`src/rtl/traffic_pkg.sv`:
```
// Shared definitions for the traffic controller front end: default sizing
// constants, per-direction indexing and a small width helper.
package traffic_pkg;

  localparam int DEBOUNCE_CYCLES_DEF = 8;
  localparam int WAIT_W_DEF          = 8;

  // Index into per-direction arrays
  typedef enum logic {
    DIR_NS = 1'b0,
    DIR_EW = 1'b1
  } dir_e;

  // Width of a counter that must reach cycles-1; never narrower than 1 bit
  function automatic int cnt_width(input int cycles);
    return (cycles > 1) ? $clog2(cycles) : 1;
  endfunction

endpackage

```
`src/rtl/sensor_debounce.sv`:
```
// Two-flop synchronizer followed by a persistence filter. The stable level
// only follows the synchronized input after it has disagreed with it for
// DEBOUNCE_CYCLES consecutive cycles; any return to the stable level in
// between restarts the count, so short glitches never reach the output.
module sensor_debounce
  import traffic_pkg::*;
#(
  parameter int DEBOUNCE_CYCLES = DEBOUNCE_CYCLES_DEF
) (
  input  logic clk,
  input  logic rst_n,
  input  logic raw,
  output logic stable
);

  localparam int               CNT_W    = cnt_width(DEBOUNCE_CYCLES);
  localparam logic [CNT_W-1:0] CNT_LAST = CNT_W'(DEBOUNCE_CYCLES - 1);

  logic [1:0]       sync_q;
  logic             sync2;
  logic [CNT_W-1:0] cnt_q;

  assign sync2 = sync_q[1];

  // Bring the asynchronous sensor into the clk domain
  always_ff @(posedge clk or negedge rst_n) begin
    if (!rst_n) begin
      sync_q <= 2'b00;
    end else begin
      sync_q <= {sync_q[0], raw};
    end
  end

  // Count consecutive mismatch cycles; adopt the new level on the last one
  always_ff @(posedge clk or negedge rst_n) begin
    if (!rst_n) begin
      cnt_q  <= '0;
      stable <= 1'b0;
    end else if (sync2 == stable) begin
      cnt_q <= '0;
    end else if (cnt_q == CNT_LAST) begin
      cnt_q  <= '0;
      stable <= sync2;
    end else begin
      cnt_q <= cnt_q + CNT_W'(1);
    end
  end

endmodule

```
`src/rtl/vehicle_request_conditioner.sv`:
```
// Turns bouncy loop-sensor inputs into latched per-direction service
// requests that hold until that direction goes green, and tracks how long
// each request has waited so a later stage can favour the longest waiter.
module vehicle_request_conditioner
  import traffic_pkg::*;
#(
  parameter int DEBOUNCE_CYCLES = DEBOUNCE_CYCLES_DEF,
  parameter int WAIT_W          = WAIT_W_DEF
) (
  input  logic              clk,
  input  logic              rst_n,
  input  logic              ns_sensor_raw,
  input  logic              ew_sensor_raw,
  input  logic              ns_green,
  input  logic              ew_green,
  output logic              ns_vehicle_detect,
  output logic              ew_vehicle_detect,
  output logic [WAIT_W-1:0] ns_wait_cnt,
  output logic [WAIT_W-1:0] ew_wait_cnt,
  output logic              ns_wait_sat,
  output logic              ew_wait_sat,
  output logic              ns_priority
);

  localparam logic [WAIT_W-1:0] WAIT_MAX = '1;

  logic [1:0]        raw;
  logic [1:0]        green;
  logic [1:0]        stable;
  logic [1:0]        req_q;
  logic [WAIT_W-1:0] wait_q [2];

  assign raw[DIR_NS]   = ns_sensor_raw;
  assign raw[DIR_EW]   = ew_sensor_raw;
  assign green[DIR_NS] = ns_green;
  assign green[DIR_EW] = ew_green;

  for (genvar d = 0; d < 2; d++) begin : g_dir
    sensor_debounce #(
      .DEBOUNCE_CYCLES(DEBOUNCE_CYCLES)
    ) u_debounce (
      .clk   (clk),
      .rst_n (rst_n),
      .raw   (raw[d]),
      .stable(stable[d])
    );
  end

  // Request latch: being served clears it and wins over a present vehicle
  always_ff @(posedge clk or negedge rst_n) begin
    if (!rst_n) begin
      req_q <= 2'b00;
    end else begin
      for (int d = 0; d < 2; d++) begin
        if (green[d]) begin
          req_q[d] <= 1'b0;
        end else if (stable[d]) begin
          req_q[d] <= 1'b1;
        end
      end
    end
  end

  // Saturating wait counters; they hold while green is up with the request
  // still set, and clear once the request is gone
  always_ff @(posedge clk or negedge rst_n) begin
    if (!rst_n) begin
      wait_q[0] <= '0;
      wait_q[1] <= '0;
    end else begin
      for (int d = 0; d < 2; d++) begin
        if (!req_q[d]) begin
          wait_q[d] <= '0;
        end else if (!green[d] && (wait_q[d] != WAIT_MAX)) begin
          wait_q[d] <= wait_q[d] + WAIT_W'(1);
        end
      end
    end
  end

  // NS wins when it is the only requester or has waited at least as long
  always_ff @(posedge clk or negedge rst_n) begin
    if (!rst_n) begin
      ns_priority <= 1'b0;
    end else begin
      ns_priority <= req_q[DIR_NS] &
                     (~req_q[DIR_EW] | (wait_q[DIR_NS] >= wait_q[DIR_EW]));
    end
  end

  assign ns_vehicle_detect = req_q[DIR_NS];
  assign ew_vehicle_detect = req_q[DIR_EW];
  assign ns_wait_cnt       = wait_q[DIR_NS];
  assign ew_wait_cnt       = wait_q[DIR_EW];
  assign ns_wait_sat       = (wait_q[DIR_NS] == WAIT_MAX);
  assign ew_wait_sat       = (wait_q[DIR_EW] == WAIT_MAX);

endmodule

```
`config.mk`:
```
export PLATFORM = sky130hd
export DESIGN_NAME = vehicle_request_conditioner
export DESIGN_NICKNAME = d
export VERILOG_FILES = /design/src/rtl/traffic_pkg.sv /design/src/rtl/sensor_debounce.sv /design/src/rtl/vehicle_request_conditioner.sv
export SDC_FILE = /design/constraint.sdc
export NUM_CORES = 1
export LEC_CHECK = 0
export ABC_AREA = 1
export BUFFER_PORTS_ARGS = -buffer_cell sky130_fd_sc_hd__buf_2
export CORE_ASPECT_RATIO = 0.9
export CORE_MARGIN = 2
export CORE_UTILIZATION = 55
export DETAILED_ROUTE_END_ITERATION = 7
export PLACE_DENSITY = 0.78
export SLEW_MARGIN = 20
export SYNTH_ARGS = -nofsm -noshare
export SYNTH_HDL_FRONTEND = slang
export SYNTH_SLANG_ARGS = --single-unit
```
`constraint.sdc`:
```
create_clock -name clk -period 3.5 [get_ports clk]
set_input_delay 0.7 -clock clk [delete_from_list [all_inputs] [get_ports clk]]
set_output_delay 0.7 -clock clk [all_outputs]
set_load 0.005 [all_outputs]
```
Word-level counts from Yosys, hierarchy flattened
Cells that the tools add are included.

Register bits after elaboration: 31. Latch bits: 0. Bits in writable memories: 0. Memory bits (read-only): 0. Bits of input ports: 6. Output and inout bits: 21. Logic and storage cells: 51. Memories kept: 0.

Add/subtract/negate cells: 4. $mul: 0. Divide/modulo/power cells: 0. $lt $le $gt $ge: 1. Equality and inequality tests: 10. Shift-type cells: 0. Multiplexer cells: 12. Bitwise operators: 5. Reduce and logical (&&, ||, !) cells: 8.

Operator list (number): $mux 8 (4); $add 8x1->8 const B (2); $eq 8x8->1 const B (2); $ne 8x8->1 const B (2); $mux 3 (4); $ge 8x8->1 (1); $add 3x1->3 const B (2); $eq 3x3->1 const B (2); $mux 1 (4); $ne 2x1->1 const B (2); $reduce_and 2->1 (2); $reduce_bool 2->1 (2); $not 1->1 (3); $eq 1x1->1 (2); $logic_and 1x1->1 (2); $logic_not 1->1 (2); $and 1x1->1 (1); $or 1x1->1 (1).

Longest topological paths before layout
Gate-level depths: netlist of run 1.

Depth in word-level cells: 4. Depth in mapped cells: 10.

By module
A second synthesis of run 1 with hierarchy kept.

Cell total of the unflattened synthesis: 224. Area, all modules: 1760.4 um^2.

Modules (own cells, without submodules): vehicle_request_conditioner (instances 1, cells an instance 182, area an instance 1305.0 um^2, seq. area each 475.5 um^2); sensor_debounce (instances 2, cells an instance 21, area an instance 227.7 um^2, seq. area each 150.1 um^2).

Worst setup path after synthesis of run 1
OpenSTA, ideal clock, no wires.

Path type: reg-to-output. Start: register wait_q, in the netlist ew_wait_cnt[0]. End: output port ew_wait_sat. Data arrival time: 0.961 ns. Required time: 2.800 ns. Setup slack: 1.839 ns. Stages on the path, launching flop included: 4. Cell sequence: dfrtp_1 > ha_1 > nand2_1 > nor4_1.

Word-level cells in the longest chain between the ends: 1.

RTL lines: start: declaration (RTL line vehicle_request_conditioner.sv:31) `logic [WAIT_W-1:0] wait_q [2];`; start signal: indexed assignment (RTL line vehicle_request_conditioner.sv:75) `wait_q[d] <= wait_q[d] + WAIT_W'(1);`; $eq 8x8->1 (RTL line vehicle_request_conditioner.sv:96) `assign ew_wait_sat = (wait_q[DIR_EW] == WAIT_MAX);`; end: declaration (RTL line vehicle_request_conditioner.sv:21) `output logic ew_wait_sat,`.

No other way between the ends.

Worst setup path in the final report of run 1
Same ends and word-level chain as after synthesis.

==> results of run 1 <==
logic make-up (layout without fill, tap and decap cells):
family                   Yosys count  after routing
XOR/XNOR                           3              3
flip-flops                        31             31
AND/OR/NAND/NOR                  109            109
buffers and inverters             29             59
AO/OA/AOI/OAI                     21             21
adder cells (fa/ha/maj)           14             14
sequential cells by signal, summed over array words and instances (netlist names):
name                     count
ew_wait_cnt                  8
ns_wait_cnt                  8
g_dir.u_debounce.cnt_q       6
g_dir.u_debounce.sync_q      4
g_dir.u_debounce.stable      2
req_q                        2
ns_priority                  1
through the flow:
step / std cells / util / hold WS, ns
5_1_grt: 279 / 0.640 / 0.386
6_report: 279 / 0.640 / 0.366
4_1_cts: 279 / 0.640 / 0.370
2_1_floorplan: 207 / - / 0.331
3_5_place_dp: 272 / 0.622 / 0.349
3_3_place_gp: 272 / 0.622 / 0.334
layout by cell type, fill, tap and decap left out, drive strengths merged:
cell type and n:
nand3 16, o21ai 11, nand3b 1, o21bai 1, o211ai 1, dfrtp 31, or2 2, nand2 60
buf 26, nor3 4, nor2 20, xnor2 2, xor2 1, a21oi 8, nor3b 2, nand4 3
clkbuf 6, ha 14, clkinv 1, nor4 1, inv 26
cells in the mapped netlist:
cell       n
nor2_2     2
o21ai_1    3
nor3_1     4
nand2_2    1
buf_6      1
nor3b_1    2
o211ai_1   1
or2_2      2
clkbuf_1   1
ha_1      14
o21ai_2    1
nor2_1    16
buf_2      1
nand3b_1   1
a21oi_2    2
o21bai_1   1
nand3_1   16
xor2_1     1
nand2_1   59
a21oi_1    6
nor4_1     1
dfrtp_1   31
xnor2_1    2
nand4_1    3
o21ai_0    7
inv_1     26
nor2_4     2
power groups by stage:
stage	Sequential (mW)	Clock, mW	Combinational [mW]
2_1_floorplan	0.447	0	0.135
3_3_place_gp	0.467	0	0.163
3_5_place_dp	0.469	0	0.168
4_1_cts	0.461	0.218	0.170
5_1_grt	0.470	0.242	0.196
6_report	0.462	0.211	0.166
worst min path at each step:
stage / from / end / slack [ns]
floorplan: g_dir[0].u_debounce.sync_q[0]$_DFF_PN0_ / g_dir[0].u_debounce.sync_q[1]$_DFF_PN0_ / 0.33
global placement: g_dir[0].u_debounce.sync_q[0]$_DFF_PN0_ / g_dir[0].u_debounce.sync_q[1]$_DFF_PN0_ / 0.33
detailed placement: g_dir[0].u_debounce.sync_q[0]$_DFF_PN0_ / g_dir[0].u_debounce.sync_q[1]$_DFF_PN0_ / 0.35
CTS: g_dir[0].u_debounce.sync_q[0]$_DFF_PN0_ / g_dir[0].u_debounce.sync_q[1]$_DFF_PN0_ / 0.37
global route: g_dir[0].u_debounce.sync_q[0]$_DFF_PN0_ / g_dir[0].u_debounce.sync_q[1]$_DFF_PN0_ / 0.39
finish: g_dir[0].u_debounce.sync_q[0]$_DFF_PN0_ / g_dir[0].u_debounce.sync_q[1]$_DFF_PN0_ / 0.37
worst reg2reg max path: cells and delay by family (launching register included):
family                     cells  cell delay [ns]
DFF                            1             0.45
AOI/OAI and AO/OA              2             0.40
and+or+nand+nor                4             0.44
adders and majority gates      1             0.23
per-layer routing:
metal,share of wire,track usage
met3,0.050,0.0822
met1,0.50,0.289
met4,0.012,0.0762
met5,0,0
met2,0.44,0.284
final cells by class:
cell class,count,area (um^2),share of cell area
multi-input cells,147,806,0.420
flip-flops and latches,31,776,0.404
repair buffers,26,130,0.0678
inverters,26,97.6,0.0509
well taps,42,52.6,0.0274
clock buffers,6,51.3,0.0267
clock inverters,1,5.00,0.00261
==> key figures, run 1 <==
Status
  • Status: finished clean

Critical path
  • Buf/Inv on CP: 1
  • R2R setup slack: about 1.9 ns
  • Crit path max-delay family: flip-flops
  • Critical Path Source: ew_wait_cnt[0]$_DFFE_PN0P_
  • Crit-path cells: ha_1 > nand2_1 > nor4_1 > buf_2
  • R2r worst-path depth: 7
  • Worst Path Arrival: around 1.5 ns
  • Slowest cell on crit path: dfrtp_1
  • Worst r2r dst: ew_wait_cnt[2]$_DFFE_PN0P_
  • Setup crit start kind: register
  • Crit path depth: 4
  • WS Path Type: register to output pin
  • Worst r2r src: ew_wait_cnt[0]$_DFFE_PN0P_
  • Critical Path Fanout Max: 6
  • Worst EP required: around 2.8 ns
  • Crit-path max cell delay: between 0.4 and 0.5 ns
  • Crit. End Element: output pin
  • Crit path to: ew_wait_sat

Floorplanning
  • Die area: approximately 0.0036 mm^2
  • Core box area: between 0.002 and 0.003 mm^2
  • Die H: ~57 um
  • Starting Density: 0.567
  • I/O Pins: 27
  • Core Rows: 19
  • Die width: 62.6 um

Final layout
  • Layout Nets: 257
  • Fillers: between 200 and 300
  • Post-route cell area: between 0.0015 and 0.002 mm^2
  • Layout cells sized above 1: 0.181
  • # diodes: 0
  • Synth-to-Final Area Change: 12.9%

Synth
  • Average size of a mapped cell: between 8 and 9 um^2
  • Compound-Gate Fraction of Synth Area: 0.0714
  • Syn. warnings: 0
  • Simple-gate area share of the yosys netlist: 0.284
  • Yosys top cell area share: 0.457
  • Post-Syn Area: roughly 0.0017 mm^2
  • Cells after Synth: approximately 210
  • Largest family of logic cells by synthesized area: simple AND/OR/NAND/NOR gates
  • Mux share of post-synthesis cell area: 0
  • Adder-cell area share of the yosys netlist: 0.103
  • Netlist cell types: 27
  • Synth Area in XOR/XNOR: 0.0155
  • Synth area leader: dfrtp_1
  • Syn nets: roughly 230
  • Synth Register Bits: 31
  • Top post-synthesis cells by area: dfrtp_1, nand2_1, ha_1, inv_1, nand3_1
  • Register area share after synthesis: 0.457

Timing
  • Max-slew violation count: 0
  • Least-Margin Pin Slew: around 0.67 ns
  • Slew HR: 0.551
  • RSZ-0062 raised after global routing: false
  • Setup_tns: 0 ns
  • Final count of hold timing violations: 0
  • Period Utilization, post-route: 0.632
  • Peak Freq: about 0.45 GHz
  • Setup Skew: approximately 0.0033 ns
  • Final Worst Setup Slack: around 1.3 ns
  • Endpoints failing setup: 0
  • Period minus WS final: roughly 2.2 ns

Run
  • Max_cap viols: 0

Placed design
  • PortBufs: 26
  • Placer congestion estimate: 0.879
  • Area after DPL: 0.00186 mm^2
  • Dpl ws: about 1.6 ns
  • DPL Wire Length: about 2400 um

Detailed routing
  • DRC violations left: 0
  • DR vias/cell: between 5 and 6
  • Via count: 1405
  • Drt initial violations: 82
  • WL/cell: between 10 and 15 um
  • Total wire length: between 3000 and 4000 um
  • Antenna-violating nets left: 0
  • 1st-pass router iterations: 4

Clock tree
  • Root buffer cell: clkbuf_4
  • CTS buffer count: 5
  • CTS Hold Buffers Added: 0
  • Postcts setup bufs: 0
  • Worst-path clk slew: ~0.090 ns
  • H-tree depth: 2
  • Clk_lat worst skew: around 0.33 ns
  • Post-CTS Resized: 0
  • Clk sink count: 31
  • Clock Path Buffers: 2
  • CTS tree: built

Power and ir drop
  • Switching share of power: 0.316
  • Comb pwr share: 0.198
  • Internal Power: 574 uW
  • Clock share of power: 0.252
  • NetSw: approximately 270 uW
  • LEAKAGE: around 1 nW
  • Register share of total power: 0.551
  • PD cells: ~440 mW/mm^2
  • Power Total: 839 uW
  • Max VDD drop: between 200 and 300 uV

Global routing
  • Gr usage total: 0.205
  • Number of global-route vias before repair: ~1200
  • Largest net degree at the start of global routing: 32
  • First-pass GRT wire length: about 5500 um
  • Grt total ovfl: 0
  • Initial antenna violation count: 0

Hold path
  • Min-Delay Path Depth: 0
  • Hold Crit Class: register to register
Note: power is estimated with default switching activity, not from simulation.
==> run 2, diff against run 1 <==
- CORE_UTILIZATION: 55 -> 50
- PLACE_DENSITY: 0.78 -> 0.75
- clock period: 3.5 -> 1.92 ns (I/O delays scaled with it)
==> run 2 against run 1 <==
Clock power rose by 150%. Count of clock-buffer cells in the layout stayed put. Cell count is 0.72% higher. Critical endpoint unchanged. Combinational power grew 80%. Highest routed layer unchanged. First-iteration DRC count fell by 32%. Via count down 0.43%. Flip-flop and latch count unchanged. Clock skew rose by 0.0043 ns.
==> key figures, run 2 (synthesized netlist as in run 1, its figures left out) <==
Timing
  • Setup_tns: 0 ns (unchanged)
  • RSZ-0062 raised after global routing: false
  • Final Worst Setup Slack: 0.0901 ns (-1.20 ns)
  • Endpoints failing setup: 0 (unchanged)
  • Setup Skew: 0.00760 ns (+0.00429 ns)
  • Least-Margin Pin Slew: 0.688 ns (+0.0138 ns)
  • Max-slew violation count: 0 (unchanged)
  • Peak Freq: between 0.5 and 0.6 GHz
  • Period Utilization, post-route: 0.953
  • Slew HR: 0.541 (-0.00922)
  • Final count of hold timing violations: 0 (unchanged)
  • Period minus WS final: between 1.5 and 2 ns

Run
  • Max_cap viols: 0 (unchanged)

Floorplanning
  • Core Rows: 20 (+1)
  • Die area: 0.00388 mm^2 (+9.3%)
  • Core box area: 0.00330 mm^2 (+10%)
  • Die width: 65.4 um (+4.6%)
  • Starting Density: 0.514 (-0.0529)
  • Die H: 59.3 um (+4.5%)
  • I/O Pins: 27 (unchanged)

Detailed routing
  • DRC violations left: 0 (unchanged)
  • DR vias/cell: 4.98 (-1.1%)
  • Drt initial violations: 56 (-32%)
  • 1st-pass router iterations: 4 (unchanged)
  • Total wire length: 3300 um (+1.3%)
  • Antenna-violating nets left: 0 (unchanged)
  • Via count: 1399 (-0.43%)
  • WL/cell: 11.7 um (+0.57%)

Clock tree
  • H-tree depth: 2 (unchanged)
  • Clk sink count: 31 (unchanged)
  • Clock Path Buffers: 2 (unchanged)
  • CTS buffer count: 5 (unchanged)
  • Clk_lat worst skew: 0.28 ns (-0.05 ns)
  • CTS tree: built
  • Worst-path clk slew: 0.07 ns (-0.02 ns)
  • Post-CTS Resized: 0 (unchanged)
  • Postcts setup bufs: 0 (unchanged)
  • Root buffer cell: clkbuf_8
  • CTS Hold Buffers Added: 0 (unchanged)

Placed design
  • Area after DPL: 0.00186 mm^2 (+0.13%)
  • Placer congestion estimate: 0.829 (-5.7%)
  • DPL Wire Length: 2380 um (+0.28%)
  • Dpl ws: 0.327 ns (-1.32 ns)
  • PortBufs: 26 (unchanged)

Critical path
  • Crit. End Element: output pin
  • Worst EP required: 1.54 ns (-1.26 ns)
  • Setup crit start kind: register
  • Critical Path Fanout Max: 6 (unchanged)
  • Worst Path Arrival: 1.45 ns (-0.06 ns)
  • WS Path Type: register to output pin
  • R2r worst-path depth: 7 (unchanged)

Final layout
  • Layout Nets: 257 (unchanged)
  • Post-route cell area: 0.00195 mm^2 (+1.8%)
  • Most frequent cells in the layout: nand2_1, dfrtp_1, inv_1, buf_2
  • # diodes: 0 (unchanged)
  • Commonest non-fill, non-tap cell in the layout: nand2_1
  • Layout cells sized above 1: 0.181 (unchanged)
  • Synth-to-Final Area Change: 14.9%

Power and ir drop
  • LEAKAGE: 1.04 nW (+1.3%)
  • PD cells: 851 mW/mm^2 (+95%)
  • Max VDD drop: 496 uV (+89%)

Global routing
  • Number of global-route vias before repair: 1275 (+3.8%)
  • Initial antenna violation count: 0 (unchanged)
  • Largest net degree at the start of global routing: 32 (unchanged)
  • Grt total ovfl: 0 (unchanged)
  • First-pass GRT wire length: 5610 um (+1.7%)
  • Gr usage total: 0.194 (-0.0107)

Status
  • Status: finished clean

Hold path
  • Hold Crit Class: input port to asynchronous set/reset pin
[run 2: power by group]
| group | internal [mW] | total [mW] | switching [mW] |
|---|---|---|---|
| registers | 0.754 | 0.846 | 0.0920 |
| logic | 0.124 | 0.299 | 0.174 |
| clock network | 0.281 | 0.517 | 0.237 |
| total | 1.16 | 1.66 | 0.503 |
[run 2: path summary, 6_finish.rpt]
check / end / slack (ns) / startpoint
setup / recovery: ew_wait_sat / 0.09 / ew_wait_cnt[0]$_DFFE_PN0P_
hold / removal: ns_wait_cnt[6]$_DFFE_PN0P_ / 0.14 / rst_n
setup reg to reg: ew_wait_cnt[2]$_DFFE_PN0P_ / 0.32 / ew_wait_cnt[0]$_DFFE_PN0P_
hold reg to reg: g_dir[0].u_debounce.sync_q[1]$_DFF_PN0_ / 0.35 / g_dir[0].u_debounce.sync_q[0]$_DFF_PN0_
max in group asynchronous: ew_wait_cnt[7]$_DFFE_PN0P_ / 1.33 / rst_n
min in group clk: g_dir[0].u_debounce.sync_q[0]$_DFF_PN0_ / 0.21 / ns_sensor_raw
[run 2: metrics by stage]
step | utilization | power, mW | hold WS [ns] | cells
3_5_place_dp | 0.564 | 1.17 | 0.340 | 274
4_1_cts | 0.591 | 1.69 | 0.160 | 281
5_1_grt | 0.591 | 1.78 | 0.191 | 281
2_1_floorplan | - | 1.06 | 0.0884 | 207
6_report | 0.591 | 1.66 | 0.135 | 281
3_3_place_gp | 0.564 | 1.15 | 0.333 | 274
[run 2: final cells by class]
cell class	instances	area [um^2]
inverter	26	97.6
sequential	31	776
tap	44	55.1
clock buffer	6	82.6
fill	330	1350
multi-input combinational	147	806
timing repair buffer	26	130
clock inverter	1	5.00
[run 2: per-layer routing]
metal | share of wire | vias to the layer above | global-route usage
li1 | - | 728 | -
met2 | 0.43 | 26 | 0.280
met5 | 0 | - | 0
met4 | 0.017 | 0 | 0.104
met1 | 0.51 | 637 | 0.266
met3 | 0.043 | 8 | 0.0570
[run 2: worst max-delay path, cell delays in order (launching register included)]
cell and delay, ns:
dfrtp_1 0.45, ha_1 0.19, nand2_1 0.11, nor4_1 0.25, buf_2 0.16
==> run 3, diff against run 2 <==
- RECOVER_POWER: default -> 100
==> run 3 against run 2 <==
Combinational power decreased by 5%. Fmax rose by 0.60%. Routed wire length up 0.12%. Hold slack improved by 0.072 ns. Count of clock-buffer cells in the layout unchanged. Sequential power about the same. The flow now finishes with violations (capacitance limit, slew limit). Via count increased by 0.57%. Flip-flop and latch count is the same. Largest power group unchanged. Power decreased by 0.79%. Clock power about the same.
==> key figures, run 3 (synthesized netlist as in run 1, its figures left out) <==
Status
  • Status: complete, but fails checks
  • Failing checks: capacitance limit, slew limit

Global routing
  • Gr usage total: 0.194 (unchanged)
  • Largest net degree at the start of global routing: 32 (unchanged)
  • Grt met1 use: 0.266 (unchanged)
  • Gr busiest metal: met2
  • Grt met3 use: 0.0570 (unchanged)
  • Initial antenna violation count: 0 (unchanged)
  • Grt total ovfl: 0 (unchanged)
  • First-pass GRT wire length: 5610 um (unchanged)
  • Number of global-route vias before repair: 1275 (unchanged)
  • GR Util met2: 0.280 (unchanged)

Floorplanning
  • Die area: 0.00388 mm^2 (unchanged)
  • Core Rows: 20 (unchanged)
  • Die H: 59.3 um (unchanged)
  • Core box area: 0.00330 mm^2 (unchanged)
  • Starting Density: 0.514 (unchanged)
  • I/O Pins: 27 (unchanged)
  • Die width: 65.4 um (unchanged)

Detailed routing
  • WL/cell: 11.8 um (+0.12%)
  • DR vias/cell: 5.01 (+0.57%)
  • Total wire length: 3300 um (+0.12%)
  • Via count: 1407 (+0.57%)
  • Drt initial violations: 65 (+16%)
  • DRC violations left: 0 (unchanged)
  • Antenna-violating nets left: 0 (unchanged)
  • 1st-pass router iterations: 4 (unchanged)

Clock tree
  • CTS Hold Buffers Added: 0 (unchanged)
  • Worst-path clk slew: 0.06 ns (about the same)
  • Clk_lat worst skew: 0.28 ns (about the same)
  • CTS buffer count: 5 (unchanged)
  • Root buffer cell: clkbuf_8
  • CTS tree: built
  • H-tree depth: 2 (unchanged)
  • Post-CTS Resized: 0 (unchanged)
  • Clk sink count: 31 (unchanged)
  • Clock Path Buffers: 2 (unchanged)
  • Postcts setup bufs: 0 (unchanged)

Final layout
  • Synth-to-Final Area Change: 13.3%
  • Post-route cell area: 0.00192 mm^2 (-1.4%)
  • Fillers: 341 (+3.3%)
  • Layout Nets: 257 (unchanged)
  • # diodes: 0 (unchanged)
  • Most frequent cells in the layout: nand2_1, dfrtp_1, inv_1, nor2_1, nand3_1
  • Layout cells sized above 1: 0.131 (-0.0506)
  • Commonest non-fill, non-tap cell in the layout: nand2_1

Power and ir drop
  • Max VDD drop: 499 uV (+0.54%)
  • Switching share of power: 0.302 (-0.000852)
  • NetSw: 498 uW (-1.1%)
  • LEAKAGE: 0.991 nW (-4.8%)
  • Clock share of power: 0.315 (+0.004)
  • Comb pwr share: 0.172 (-0.008)
  • Register share of total power: 0.514 (+0.005)
  • Internal Power: 1.15 mW (-0.67%)
  • PD cells: 857 mW/mm^2 (+0.63%)

Critical path
  • Critical Path Fanout Max: 6 (unchanged)
  • Worst Path Arrival: 1.43 ns (-0.02 ns)
  • Worst r2r src: ew_wait_cnt[0]$_DFFE_PN0P_
  • Setup crit start kind: register
  • Worst EP required: 1.54 ns (about the same)
  • Buf/Inv on CP: 1 (unchanged)
  • WS Path Type: register to output pin
  • Crit. End Element: output pin
  • Crit path max-delay family: flip-flops
  • Crit-path max cell delay: 0.45 ns (about the same)
  • Worst r2r dst: ew_wait_cnt[2]$_DFFE_PN0P_
  • Crit-path cells: ha_1 > nand2_1 > nor4_1 > clkbuf_1
  • Slowest cell on crit path: dfrtp_1
  • R2R setup slack: 0.25 ns (-0.07 ns)
  • R2r worst-path depth: 6 (-1)

Placed design
  • PortBufs: 26 (unchanged)
  • Placer congestion estimate: 0.829 (unchanged)
  • DPL Wire Length: 2380 um (unchanged)
  • Area after DPL: 0.00186 mm^2 (unchanged)

Run
  • Max_cap viols: 1 (+1)

Hold path
  • Hold Startpoint: ns_sensor_raw
  • Sink of the worst hold path: g_dir[0].u_debounce.sync_q[0]$_DFF_PN0_
  • Hold Crit Class: input port to register
  • Min-Delay Path Depth: 1

Timing
  • Slew HR: -0.0990 (-0.640)
  • Setup Skew: 0.00628 ns (-0.00132 ns)
  • Max-slew violation count: 32 (+32)
  • Least-Margin Pin Slew: 1.65 ns (+0.961 ns)
  • Peak Freq: 0.550 GHz (+0.60%)
  • Setup_tns: 0 ns (unchanged)
  • Endpoints failing setup: 0 (unchanged)
  • Worst hold slack: 0.207 ns (+0.0721 ns)
  • Period Utilization, post-route: 0.947 (-0.00572)
  • Final count of hold timing violations: 0 (unchanged)
  • Period minus WS final: 1.82 ns (-0.0110 ns)
  • RSZ-0062 raised after global routing: false
run 3: worst reg2reg max path: stages, from the launching register on:
cell     delay (ns)
dfrtp_1        0.45
ha_1           0.19
nand2_1        0.11
nor2_1         0.18
a21oi_2        0.13
nor2_2         0.33
o21ai_0        0.14
run 3: worst max-delay path by stage:
stage                                     from                          to  cells past startpoint
global route        ew_wait_cnt[0]$_DFFE_PN0P_                 ew_wait_sat                      4
global placement    ew_wait_cnt[0]$_DFFE_PN0P_  ew_wait_cnt[2]$_DFFE_PN0P_                      7
finish              ew_wait_cnt[0]$_DFFE_PN0P_                 ew_wait_sat                      4
floorplan           ns_wait_cnt[1]$_DFFE_PN0P_  ns_wait_cnt[3]$_DFFE_PN0P_                      8
CTS                 ew_wait_cnt[0]$_DFFE_PN0P_                 ew_wait_sat                      4
detailed placement  ew_wait_cnt[0]$_DFFE_PN0P_  ew_wait_cnt[2]$_DFFE_PN0P_                      7
run 3: power by group through the flow:
stage          clock, mW  combinational, mW  sequential [mW]
3_5_place_dp           0              0.305            0.861
6_report           0.518              0.283            0.846
5_1_grt            0.555              0.344            0.862
2_1_floorplan          0              0.247            0.815
4_1_cts            0.531              0.306            0.848
3_3_place_gp           0              0.294            0.854
run 3: per-stage QoR:
step | total power [mW] | instances | setup slack [ns] | util
global placement | 1.15 | 274 | 0.353 | 0.564
global route | 1.76 | 281 | 0.0263 | 0.583
CTS | 1.69 | 281 | 0.0803 | 0.591
detailed placement | 1.17 | 274 | 0.327 | 0.564
finish | 1.65 | 281 | 0.101 | 0.583
floorplan | 1.06 | 207 | 0.489 | -
run 3: routing by layer:
metal | share of wire | wire length (um)
met3 | 0.052 | 171
met1 | 0.50 | 1640
met2 | 0.44 | 1440
met5 | 0 | 0
met4 | 0.017 | 55
run 3: final cells by class:
cell class / instances / area, um^2 / area share
sequential: 31 / 776 / 0.403
inverter: 26 / 97.6 / 0.0507
timing repair buffer: 26 / 116 / 0.0605
clock inverter: 1 / 5.00 / 0.00260
tap: 44 / 55.1 / 0.0286
multi-input combinational: 147 / 792 / 0.412
clock buffer: 6 / 82.6 / 0.0429
